===== config.mk =====
export PLATFORM = sky130hd
export DESIGN_NAME = mux_rr_pipe
export DESIGN_NICKNAME = d
export VERILOG_FILES = /design/src/rtl/mux_rr_pipe_pkg.sv /design/src/rtl/mux_rr_pipe_rr_arbiter.sv /design/src/rtl/mux_rr_pipe.sv
export SDC_FILE = /design/constraint.sdc
export NUM_CORES = 1
export LEC_CHECK = 0
export ABC_AREA = 1
export CAP_MARGIN = 10
export CORE_ASPECT_RATIO = 0.7
export CORE_MARGIN = 2
export CORE_UTILIZATION = 38
export CTS_CLUSTER_DIAMETER = 80
export CTS_CLUSTER_SIZE = 24
export DETAILED_ROUTE_END_ITERATION = 10
export PLACE_DENSITY = 0.83
export SETUP_SLACK_MARGIN = 0.1
export SLEW_MARGIN = 20
export SYNTH_ARGS = -nofsm -noshare
export SYNTH_HDL_FRONTEND = slang
export SYNTH_SLANG_ARGS = --single-unit

===== constraint.sdc =====
create_clock -name clk -period 2.61 [get_ports clk]
set_clock_uncertainty 0.05 [all_clocks]
set_input_delay 0.522 -clock clk [delete_from_list [all_inputs] [get_ports clk]]
set_output_delay 0.522 -clock clk [all_outputs]
set_load 0.01 [all_outputs]

===== src/rtl/mux_rr_pipe_pkg.sv =====
// mux_rr_pipe_pkg: shared helper for channel-index width
package mux_rr_pipe_pkg;
  function automatic int sel_w(input int n);
    return (n > 1) ? $clog2(n) : 1;
  endfunction
endpackage


===== src/rtl/mux_rr_pipe_rr_arbiter.sv =====
// mux_rr_pipe_rr_arbiter: combinational round-robin/fixed-priority grant (req, last_grant -> grant one-hot, grant_idx, any)
module mux_rr_pipe_rr_arbiter
  import mux_rr_pipe_pkg::*;
#(
  parameter int N = 4,
  parameter int RR = 1,
  localparam int SELW = sel_w(N)
) (
  input  logic [N-1:0]    req,
  input  logic [SELW-1:0] last_grant,
  output logic [N-1:0]    grant,
  output logic [SELW-1:0] grant_idx,
  output logic            any
);
  logic [2*N-1:0] dbl;
  int start;
  always_comb begin
    start = (RR != 0 && int'(last_grant) < N - 1) ? int'(last_grant) + 1 : 0;
    dbl = '0;
    for (int i = 0; i < N; i++) begin
      dbl[i] = req[i] && (i >= start);
      dbl[N+i] = req[i];
    end
    grant_idx = '0;
    for (int i = 2 * N - 1; i >= 0; i--) grant_idx = dbl[i] ? SELW'(i % N) : grant_idx;
    any = |req;
    grant = any ? (N'(1) << grant_idx) : '0;
  end
endmodule


===== src/rtl/mux_rr_pipe.sv =====
// mux_rr_pipe: N-input registered valid/ready mux (in_data/in_valid/in_ready -> out_data/out_sel/out_valid/out_ready), async active-low reset
module mux_rr_pipe
  import mux_rr_pipe_pkg::*;
#(
  parameter int WIDTH = 64,
  parameter int N = 4,
  parameter int RR = 1,
  localparam int SELW = sel_w(N)
) (
  input  logic               clk,
  input  logic               reset,
  input  logic [N*WIDTH-1:0] in_data,
  input  logic [N-1:0]       in_valid,
  output logic [N-1:0]       in_ready,
  output logic [WIDTH-1:0]   out_data,
  output logic [SELW-1:0]    out_sel,
  output logic               out_valid,
  input  logic               out_ready
);
  logic [N-1:0] grant;
  logic [SELW-1:0] grant_idx, last_q, last_d, sel_q, sel_d;
  logic [WIDTH-1:0] data_q, data_d;
  logic any, can_load, load, valid_q, valid_d;
  mux_rr_pipe_rr_arbiter #(.N(N), .RR(RR)) u_arb (
    .req(in_valid),
    .last_grant(last_q),
    .grant(grant),
    .grant_idx(grant_idx),
    .any(any)
  );
  always_comb begin
    can_load = !valid_q || out_ready;
    load = can_load && any;
    in_ready = can_load ? grant : '0;
    data_d = load ? in_data[int'(grant_idx)*WIDTH +: WIDTH] : data_q;
    sel_d = load ? grant_idx : sel_q;
    valid_d = load ? 1'b1 : (out_ready ? 1'b0 : valid_q);
    last_d = (load && RR != 0) ? grant_idx : last_q;
  end
  always_ff @(posedge clk or negedge reset) begin
    if (!reset) begin
      data_q <= '0;
      sel_q <= '0;
      valid_q <= 1'b0;
      last_q <= SELW'(N - 1);
    end else begin
      data_q <= data_d;
      sel_q <= sel_d;
      valid_q <= valid_d;
      last_q <= last_d;
    end
  end
  assign out_data = data_q;
  assign out_sel = sel_q;
  assign out_valid = valid_q;
endmodule


# Word-level counts from Yosys, hierarchy flattened
# Cells that the tools add are included.
word_totals:
  regBits: 69
  input_bits: 263
  out_inout_bits: 71
  elab_cells: 34
classes:
  addsub: 1
  order_cmp: 5
  shift: 2
  n_mux: 13
  n_reduce_logical: 9
ops:
  columns: ["op", "count"]
  rows:
  - ["$shiftx A256 B9 Y64", 1]
  - ["$ge A3 B32 Y1 const A", 2]
  - ["$ge A1 B32 Y1 const A", 1]
  - ["$ge A2 B32 Y1 const A", 1]
  - ["$mux W32", 1]
  - ["$mux W2", 8]
  - ["$mux W4", 2]
  - ["$logic_and A1 B1 Y1", 5]
  - ["$reduce_or A4 Y1", 1]
  - ["$shl A1 B2 Y4 const A", 1]
  - ["$add A2 B1 Y3 const B", 1]
  - ["$lt A2 B2 Y1 const B", 1]
  - ["$mux W1", 2]
  - ["$reduce_bool A2 Y1", 1]
  - ["$logic_not A1 Y1", 1]
  - ["$logic_or A1 B1 Y1", 1]

# Depth between registers and ports, before layout
# Gate-level depths: netlist of run 1.
logic_depth:
  depth_word: 11
  ltp_mapped: 14
  mapped_depth_nobuf: 12

# Modules after synthesis
# Synthesis of run 1 repeated with hierarchy kept, for this count alone.
unflattened:
  cells_unflattened: 1076
  hier_area_um2: 5808.1
by_module_without_submodules:
  columns: ["module", "instances", "cells_each", "area_each_um2", "seq_area_each_um2"]
  rows:
  - ["mux_rr_pipe", 1, 1046, 5650.4, 1729.2]
  - ["mux_rr_pipe_rr_arbiter", 1, 30, 157.7, 0.0]

# Worst setup path after synthesis of run 1
# No wires, ideal clock.
synth_timing:
  kind: "reg2out"
  from: "register last_q[0]"
  to: "output port in_ready[2]"
  t_arrival_ps: 1761
  t_required_ps: 2038
  slack_ps: 277
  path_stages_with_launch: 11
  path_cell_list: "dfstp_2 -> inv_1 -> ha_1 -> nand2_1 -> nand2_1 -> nor2_2 -> o21ai_4 -> nor2_1 -> buf_2 -> inv_1 -> nor2_1"
synth_between:
  elab_chain_cells: 11
  elab_cells_between_ends: 18
  classes_between: "add/sub: 1; order compare: 5; shift: 1; mux: 7; reduce/logical: 4"
synth_rtl:
  columns: ["element", "line", "text"]
  rows:
  - ["from (decl)", "mux_rr_pipe.sv:21", "logic [SELW-1:0] grant_idx, last_q, last_d, sel_q, sel_d;"]
  - ["from (signal assigned)", "mux_rr_pipe.sv:45", "last_q <= SELW'(N - 1);"]
  - ["from (signal assigned)", "mux_rr_pipe.sv:50", "last_q <= last_d;"]
  - ["$add A2 B1 Y3 / $lt A2 B2 Y1 (equally long branches)", "mux_rr_pipe_rr_arbiter.sv:18", "start = (RR != 0 && int'(last_grant) < N - 1) ? int'(last_grant) + 1 : 0;"]
  - ["$mux W32 *", "mux_rr_pipe_rr_arbiter.sv:18", null]
  - ["$ge A3 B32 Y1", "mux_rr_pipe_rr_arbiter.sv:21", "dbl[i] = req[i] && (i >= start);"]
  - ["$logic_and A1 B1 Y1", "mux_rr_pipe_rr_arbiter.sv:21", null]
  - ["$mux W2 (3 in a row)", "mux_rr_pipe_rr_arbiter.sv:25", "for (int i = 2 * N - 1; i >= 0; i--) grant_idx = dbl[i] ? SELW'(i % N) : grant_idx;"]
  - ["$mux W2 *", "mux_rr_pipe_rr_arbiter.sv:25", null]
  - ["$shl A1 B2 Y4 *", "mux_rr_pipe_rr_arbiter.sv:27", "grant = any ? (N'(1) << grant_idx) : '0;"]
  - ["$mux W4 *", "mux_rr_pipe_rr_arbiter.sv:27", null]
  - ["$mux W4 *", "mux_rr_pipe.sv:34", "in_ready = can_load ? grant : '0;"]
  - ["to (decl)", "mux_rr_pipe.sv:14", "output logic [N-1:0] in_ready,"]
# Every way passes the cells marked *; elsewhere a longest branch is shown, timed or not.

# Worst setup path in the final report of run 1
layout_timing:
  from: "register last_q[0]"
  to: "register sel_q[1], in the netlist out_sel[1]"
layout_between:
  elab_chain_cells: 8
  elab_cells_between_ends: 15
  classes_between: "add/sub: 1; order compare: 5; mux: 5; reduce/logical: 4"
layout_rtl:
  columns: ["element", "line", "text"]
  rows:
  - ["$add A2 B1 Y3 / $lt A2 B2 Y1 (equally long branches)", "mux_rr_pipe_rr_arbiter.sv:18", null]
  - ["$mux W32 *", "mux_rr_pipe_rr_arbiter.sv:18", null]
  - ["$ge A3 B32 Y1", "mux_rr_pipe_rr_arbiter.sv:21", null]
  - ["$logic_and A1 B1 Y1", "mux_rr_pipe_rr_arbiter.sv:21", null]
  - ["$mux W2 (3 in a row)", "mux_rr_pipe_rr_arbiter.sv:25", null]
  - ["$mux W2 *", "mux_rr_pipe_rr_arbiter.sv:25", null]
  - ["to (signal assigned)", "mux_rr_pipe.sv:48", "sel_q <= sel_d;"]
  - ["to (decl)", "mux_rr_pipe.sv:21", null]
# Marked as above.
# A chain may end at the register's enable or synchronous reset.

==> flow_summary.yaml, run 1 <==
run_status:
  outcome: "finished clean"
timing:
  max_freq_mhz: 409.2
  maxSlewHeadroom: 0.3662
  tns_ps: 0
  period_share: 0.9364
  worst_slew_pin_slew_ps: 950.7
  finalCriticalPeriod_ps: 2444
  rsz0062_at_grt: "yes"
  hold_viol: 0
  finalSetupViolCount: 0
  report.final.slew_viol_count: 0
  holdWs_ps: 274.9
power:
  seq_power_share: 0.232
  p_sw_frac: 0.4021
  clockPowerShare: 0.184
  ir_drop_uv: 490.6
  p_leak_nw: 4.600
  p_sw_mw: 3.326
  p_comb_frac: 0.584
  intPower_mw: 4.947
  powerDensity_nw_per_um2: 893.8
final_layout:
  fill_cells: 1172
  diodes: 0
  drive_gt1_frac: 0.09169
  fin_nets: 1427
  area_growth_pct: 73.87
  finish.instance_area_sq_um: 9256
logic_synthesis:
  synth_top_area_frac: 0.3149
  yosys_warnings: 0
  yosysMostFrequentCell: "nand2_1"
  syn-mean-instance-area_sq_um: 6.271
  netlist_area_sq_um: 5324
  synth_compound_area_frac: 0.02797
  synth-edff-count: 0
  synthTopCellsByCount: "256 x nand2_1, 168 x nand3_1, 162 x inv_1, 67 x dfrtp_1, 41 x or2_2"
  ys.flop_type: "dfrtp_1"
  synthAdderAreaFrac: 0.004700
  synthMuxAreaShare: 0
  synthCells: 849
  async_flop_share: 1.000
  synthDistinctLibCells: 22
  synth_xor_area_frac: 0
  synth_top_family_by_area: "simple AND/OR/NAND/NOR gates"
  yosysTopAreaCell: "dfrtp_1"
  yosysSeqAreaShare: 0.3248
  yosys.area_share.simple: 0.4740
  synth.net_count: 1114
  ys_ff_latch: 69
  synth_area_leaders: "dfrtp_1 31%, nand2_1 18%, nand3_1 16%"
critical_path:
  crit_chain: "inv_2 > ha_4 > nand2_4 > nand2_2 > nor2_2 > o21ai_4 > nor2_4 > inv_2 > buf_4 > buf_4 > buf_4 > buf_4 > buf_4 > buf_4 > buf_4 > buf_4 > nand2_1"
  crit_required_ps: 2820
  path_class: "register to register"
  startpoint_type: "register"
  critical_path.max_stage_delay_ps: 540
  worst_setup_path_end_kind: "register"
  critPathBufInv: 10
  cp.arrival_ps: 2660
  cpMostUsedCell: "buf_4"
  crit_path_max_fanout: 3
  crit_family: "buffers and inverters"
  crit_slowest_cell: "dfstp_2"
clock_tree:
  cts-hold-fix-buffers: 0
  cts-htree-levels: 3
  cts_tree: "built"
  clockBufferDepth: 2
  path_clk_slew_ps: 60
  clock-sinks: 69
  cts_buffers: 9
  worstSkewPairLatency_ps: 320
  cts.root.buffer_cell: "clkbuf_16"
global_routing:
  grt_util_all_layers: 0.2720
  grt_pass1_wl_mm: 32.49
  grt_max_degree: 100
  grt_pass1_vias: 6205
  grt-ovfl-total: 0
  antenna_found_initial: 0
floorplanning:
  fp.dieH_microns: 103.0
  die-area_sq_um: 14990
  die_x_microns: 145.5
  start_util: 0.3863
  pin_count: 334
  core_sq_um: 13780
  num_rows: 36
detailed_routing:
  route.detailed.drc: 0
  finalWirelength_mm: 20.85
  wl_per_cell_microns: 15.36
  via_count: 6450
  via_per_inst: 4.753
  ant_nets: 0
  first_pass_iters: 4
  first_iter_violations: 327
placed_design:
  dpl_cell_area_sq_um: 8808
  hpwl_mm: 15.08
  place.gp.congestion: 0.8806
  io_buffers: 333
run:
  maxCapViolations: 0
worst_hold_path:
  worstHoldPathType: "input port to asynchronous set/reset pin"
==> worst paths after layout <==
| check | from | end | slack (ps) | depth (start not counted) |
|---|---|---|---|---|
| worst min register to register | out_data[58] | out_data[58] | 420 | 2 |
| worst max register to register | last_q[0] | out_sel[1] | 170 | 17 |
| min in group clk | out_data[58] | out_data[58] | 420 | 2 |
| worst min-delay path | reset | out_data[4] | 270 | 1 |
| max in group asynchronous | reset | out_data[51] | 1590 | 1 |
| worst max-delay path | last_q[0] | out_sel[1] | 170 | 17 |
==> power by group through the flow <==
stage / sequential (mW) / clock (mW) / combinational (mW)
floorplan: 2.14 / 0 / 2.27
global placement: 1.91 / 0 / 4.66
detailed placement: 1.92 / 0 / 4.74
CTS: 1.92 / 1.55 / 4.80
global route: 1.98 / 1.60 / 5.29
finish: 1.92 / 1.52 / 4.83
==> per-layer routing <==
layer / share of wire / vias to the layer above / track usage
met4: 0.020 / 0 / 0.06712
li1: - / 3259 / -
met1: 0.43 / 2898 / 0.3488
met2: 0.48 / 263 / 0.4699
met5: 0 / - / 0
met3: 0.069 / 30 / 0.06637
==> per-stage QoR <==
stage | utilization | cells | power (mW) | worst slack, ps
CTS | 0.6698 | 1356 | 8.278 | 91.98
global placement | 0.6391 | 1333 | 6.568 | -135.1
global route | 0.6716 | 1357 | 8.871 | 88.67
detailed placement | 0.6391 | 1333 | 6.662 | -164.6
floorplan | - | 849 | 4.406 | 277.0
finish | 0.6716 | 1357 | 8.273 | 166.0
==> cells in the final DEF, fill, tap and decap left out, drive strengths merged, types with 11 or more instances in the layout <==
cell,instances
or2,41
dfrtp,67
nand3b,30
o211ai,17
nand2,258
buf,31
nand3,168
clkbuf,11
nand4,30
clkdlybuf4s50,327
inv,165
==> timing repair <==
action / in CTS / in global routing
pin swaps: 6 / 2
endpoints found under the setup margin: 4 / 17
gates resized for setup: 17 / 7
buffers inserted: 7 / 1
==> cell type report <==
| cell class | instances | area [sq um] | share of cell area |
|---|---|---|---|
| Clock buffer | 10 | 239.0 | 0.02582 |
| Clock inverter | 6 | 133.9 | 0.01446 |
| Inverter | 165 | 619.3 | 0.06691 |
| Multi-Input combinational cell | 557 | 2756 | 0.2978 |
| Sequential cell | 69 | 1729 | 0.1868 |
| Tap cell | 190 | 237.7 | 0.02568 |
| Timing Repair Buffer | 360 | 3541 | 0.3825 |
==> state kept, by name (all words and copies together) (netlist names) <==
signal / count
last_q: 2
out_data: 64
out_sel: 2
out_valid: 1
==> cell families (layout without fill, tap and decap cells) <==
kind of cell / after synthesis / count (layout)
fa+ha+maj: 2 / 2
buf+inv: 223 / 541
flops: 69 / 69
compound gates: 19 / 19
simple gates: 536 / 536
Note: power is estimated with default switching activity, not from simulation.
==> run 2, diff against run 1 <==
--- a/config.mk
+++ b/config.mk
@@ -19,3 +19,4 @@
 export SYNTH_ARGS = -nofsm -noshare
 export SYNTH_HDL_FRONTEND = slang
 export SYNTH_SLANG_ARGS = --single-unit
+export TNS_END_PERCENT = 5
==> flow_summary.yaml, run 2 (synthesis gave the netlist of run 1 again) <==
floorplanning:
  core_sq_um: 13780
  num_rows: 36
  start_util: 0.3863
  pin_count: 334
  die-area_sq_um: 14990
  die_x_microns: 145.5
  fp.dieH_microns: 103.0
clock_tree:
  path_clk_slew_ps: 60
  cts_tree: "built"
  cts-htree-levels: 3
  cts.root.buffer_cell: "clkbuf_16"
  clock-sinks: 69
  cts_buffers: 9
  clockBufferDepth: 2
  worstSkewPairLatency_ps: 320
  cts-hold-fix-buffers: 0
global_routing:
  grt_max_degree: 100
  grt_util_all_layers: 0.2720
  grt_pass1_wl_mm: 32.48
  grt_pass1_vias: 6203
  grt-ovfl-total: 0
  antenna_found_initial: 0
run_status:
  outcome: "finished clean"
timing:
  report.final.slew_viol_count: 0
  tns_ps: 0
  finalCriticalPeriod_ps: 2485
  max_freq_mhz: 402.4
  worst_slew_pin_slew_ps: 948.9
  hold_viol: 0
  rsz0062_at_grt: "yes"
  period_share: 0.9522
  maxSlewHeadroom: 0.3674
  holdWs_ps: 271.9
  finalSetupViolCount: 0
power:
  p_sw_frac: 0.4021
  intPower_mw: 4.933
  powerDensity_nw_per_um2: 893.1
  p_comb_frac: 0.583
  clockPowerShare: 0.184
  ir_drop_uv: 480.6
  p_sw_mw: 3.318
  p_leak_nw: 4.581
  seq_power_share: 0.233
critical_path:
  crit_path_max_fanout: 3
  path_class: "register to register"
  crit_required_ps: 2820
  cp.arrival_ps: 2700
  reg2reg_from: "last_q[0]"
  worst_setup_path_end_kind: "register"
  cpMostUsedCell: "buf_4"
  critical_path.max_stage_delay_ps: 540
  crit_chain: "inv_2 > ha_4 > nand2_2 > nand2_1 > nor2_2 > o21ai_4 > nor2_4 > inv_2 > buf_4 > buf_4 > buf_4 > buf_4 > buf_4 > buf_4 > buf_4 > buf_4 > nand2_1"
  startpoint_type: "register"
  r2r_setup_slack_ps: 120
  crit_slowest_cell: "dfstp_2"
  reg2reg_depth: 17
  r2r-end: "out_sel[1]"
worst_hold_path:
  worstHoldPathType: "input port to asynchronous set/reset pin"
placed_design:
  place.gp.congestion: 0.8806
  hpwl_mm: 15.08
  io_buffers: 333
detailed_routing:
  finalWirelength_mm: 20.75
  wl_per_cell_microns: 15.30
  first_iter_violations: 285
  via_count: 6444
  route.detailed.drc: 0
  first_pass_iters: 5
  ant_nets: 0
  via_per_inst: 4.752
final_layout:
  regArea_sq_um: 1729
  fill_cells: 1178
  drive_gt1_frac: 0.09005
  layout_common_cells: "328 x clkdlybuf4s50_1, 253 x nand2_1, 168 x nand3_1"
  multi_input_area_sq_um: 2749
  layout_commonest_cell: "clkdlybuf4s50_1"
  diodes: 0
  area_growth_pct: 73.54
  fin_nets: 1426
  largest_reg_flops: 64
run:
  maxCapViolations: 0
[run 2: cell types whose count changed in the layout (fill, tap and decap cells not counted)]
cell and delta:
dlymetal6s2s_1 -1, nand2_4 -1, buf_4 -1, nand2_1 +1, clkdlybuf4s50_1 +1
[run 2: critical path: cells and delay by family, from the launching register on]
kind                       cells  cell delay (ps)
AOI/OAI and AO/OA              1              100
and+or+nand+nor                5              470
buffers and inverters         10             1080
DFF                            1              540
adders and majority gates      1              200
[run 2: per-stage QoR]
step           instance area, sq um  utilization  worst slack (ps)  power [mW]  cells
2_1_floorplan                  5324            -             277.0       4.406    849
3_3_place_gp                   8808       0.6391            -135.1       6.568   1333
3_5_place_dp                   8808       0.6391            -164.6       6.662   1333
4_1_cts                        9238       0.6702             90.59       8.282   1356
5_1_grt                        9239       0.6703             31.13       8.844   1356
6_report                       9239       0.6703             124.7       8.251   1356
[run 2: cell type report]
type	count	area share
inverters	165	0.06704
flip-flops and latches	69	0.1872
clock inverters	6	0.01449
clock buffers	10	0.02587
repair buffers	359	0.3822
multi-input cells	557	0.2975
well taps	190	0.02573
[run 2: power by group through the flow]
stage,registers (mW),clock network [mW],logic (mW)
final,1.92,1.52,4.81
after global routing,1.98,1.60,5.27
after CTS,1.92,1.55,4.81
after detailed placement,1.92,0,4.74
after global placement,1.91,0,4.66
after floorplan,2.14,0,2.27
[run 2: what timing repair did]
action                                  CTS  global route
gates resized for setup                  16             5
endpoints found under the setup margin    4            18
hold endpoints to repair                  0             0
pin swaps                                 6             1
setup buffers                             7             0
gates cloned                              0             0
[run 2: per-layer routing]
| layer | track usage | vias up | wire length, microns | share of wire |
|---|---|---|---|---|
| li1 | - | 3257 | - | - |
| met1 | 0.3486 | 2898 | 9060 | 0.44 |
| met2 | 0.4699 | 255 | 9848 | 0.47 |
| met3 | 0.06637 | 34 | 1395 | 0.067 |
| met4 | 0.06712 | 0 | 446 | 0.021 |
| met5 | 0 | - | 0 | 0 |
[run 2: worst max-delay path by stage]
| stage | from | to | slack [ps] | cells past startpoint |
|---|---|---|---|---|
| floorplan | last_q[0] | in_ready[2] | 280 | 10 |
| global placement | in_valid[0] | in_ready[0] | -140 | 10 |
| detailed placement | in_valid[0] | in_ready[0] | -160 | 10 |
| CTS | last_q[0] | in_ready[0] | 90 | 9 |
| global route | last_q[0] | last_q[1] | 30 | 17 |
| finish | last_q[0] | out_sel[1] | 120 | 17 |
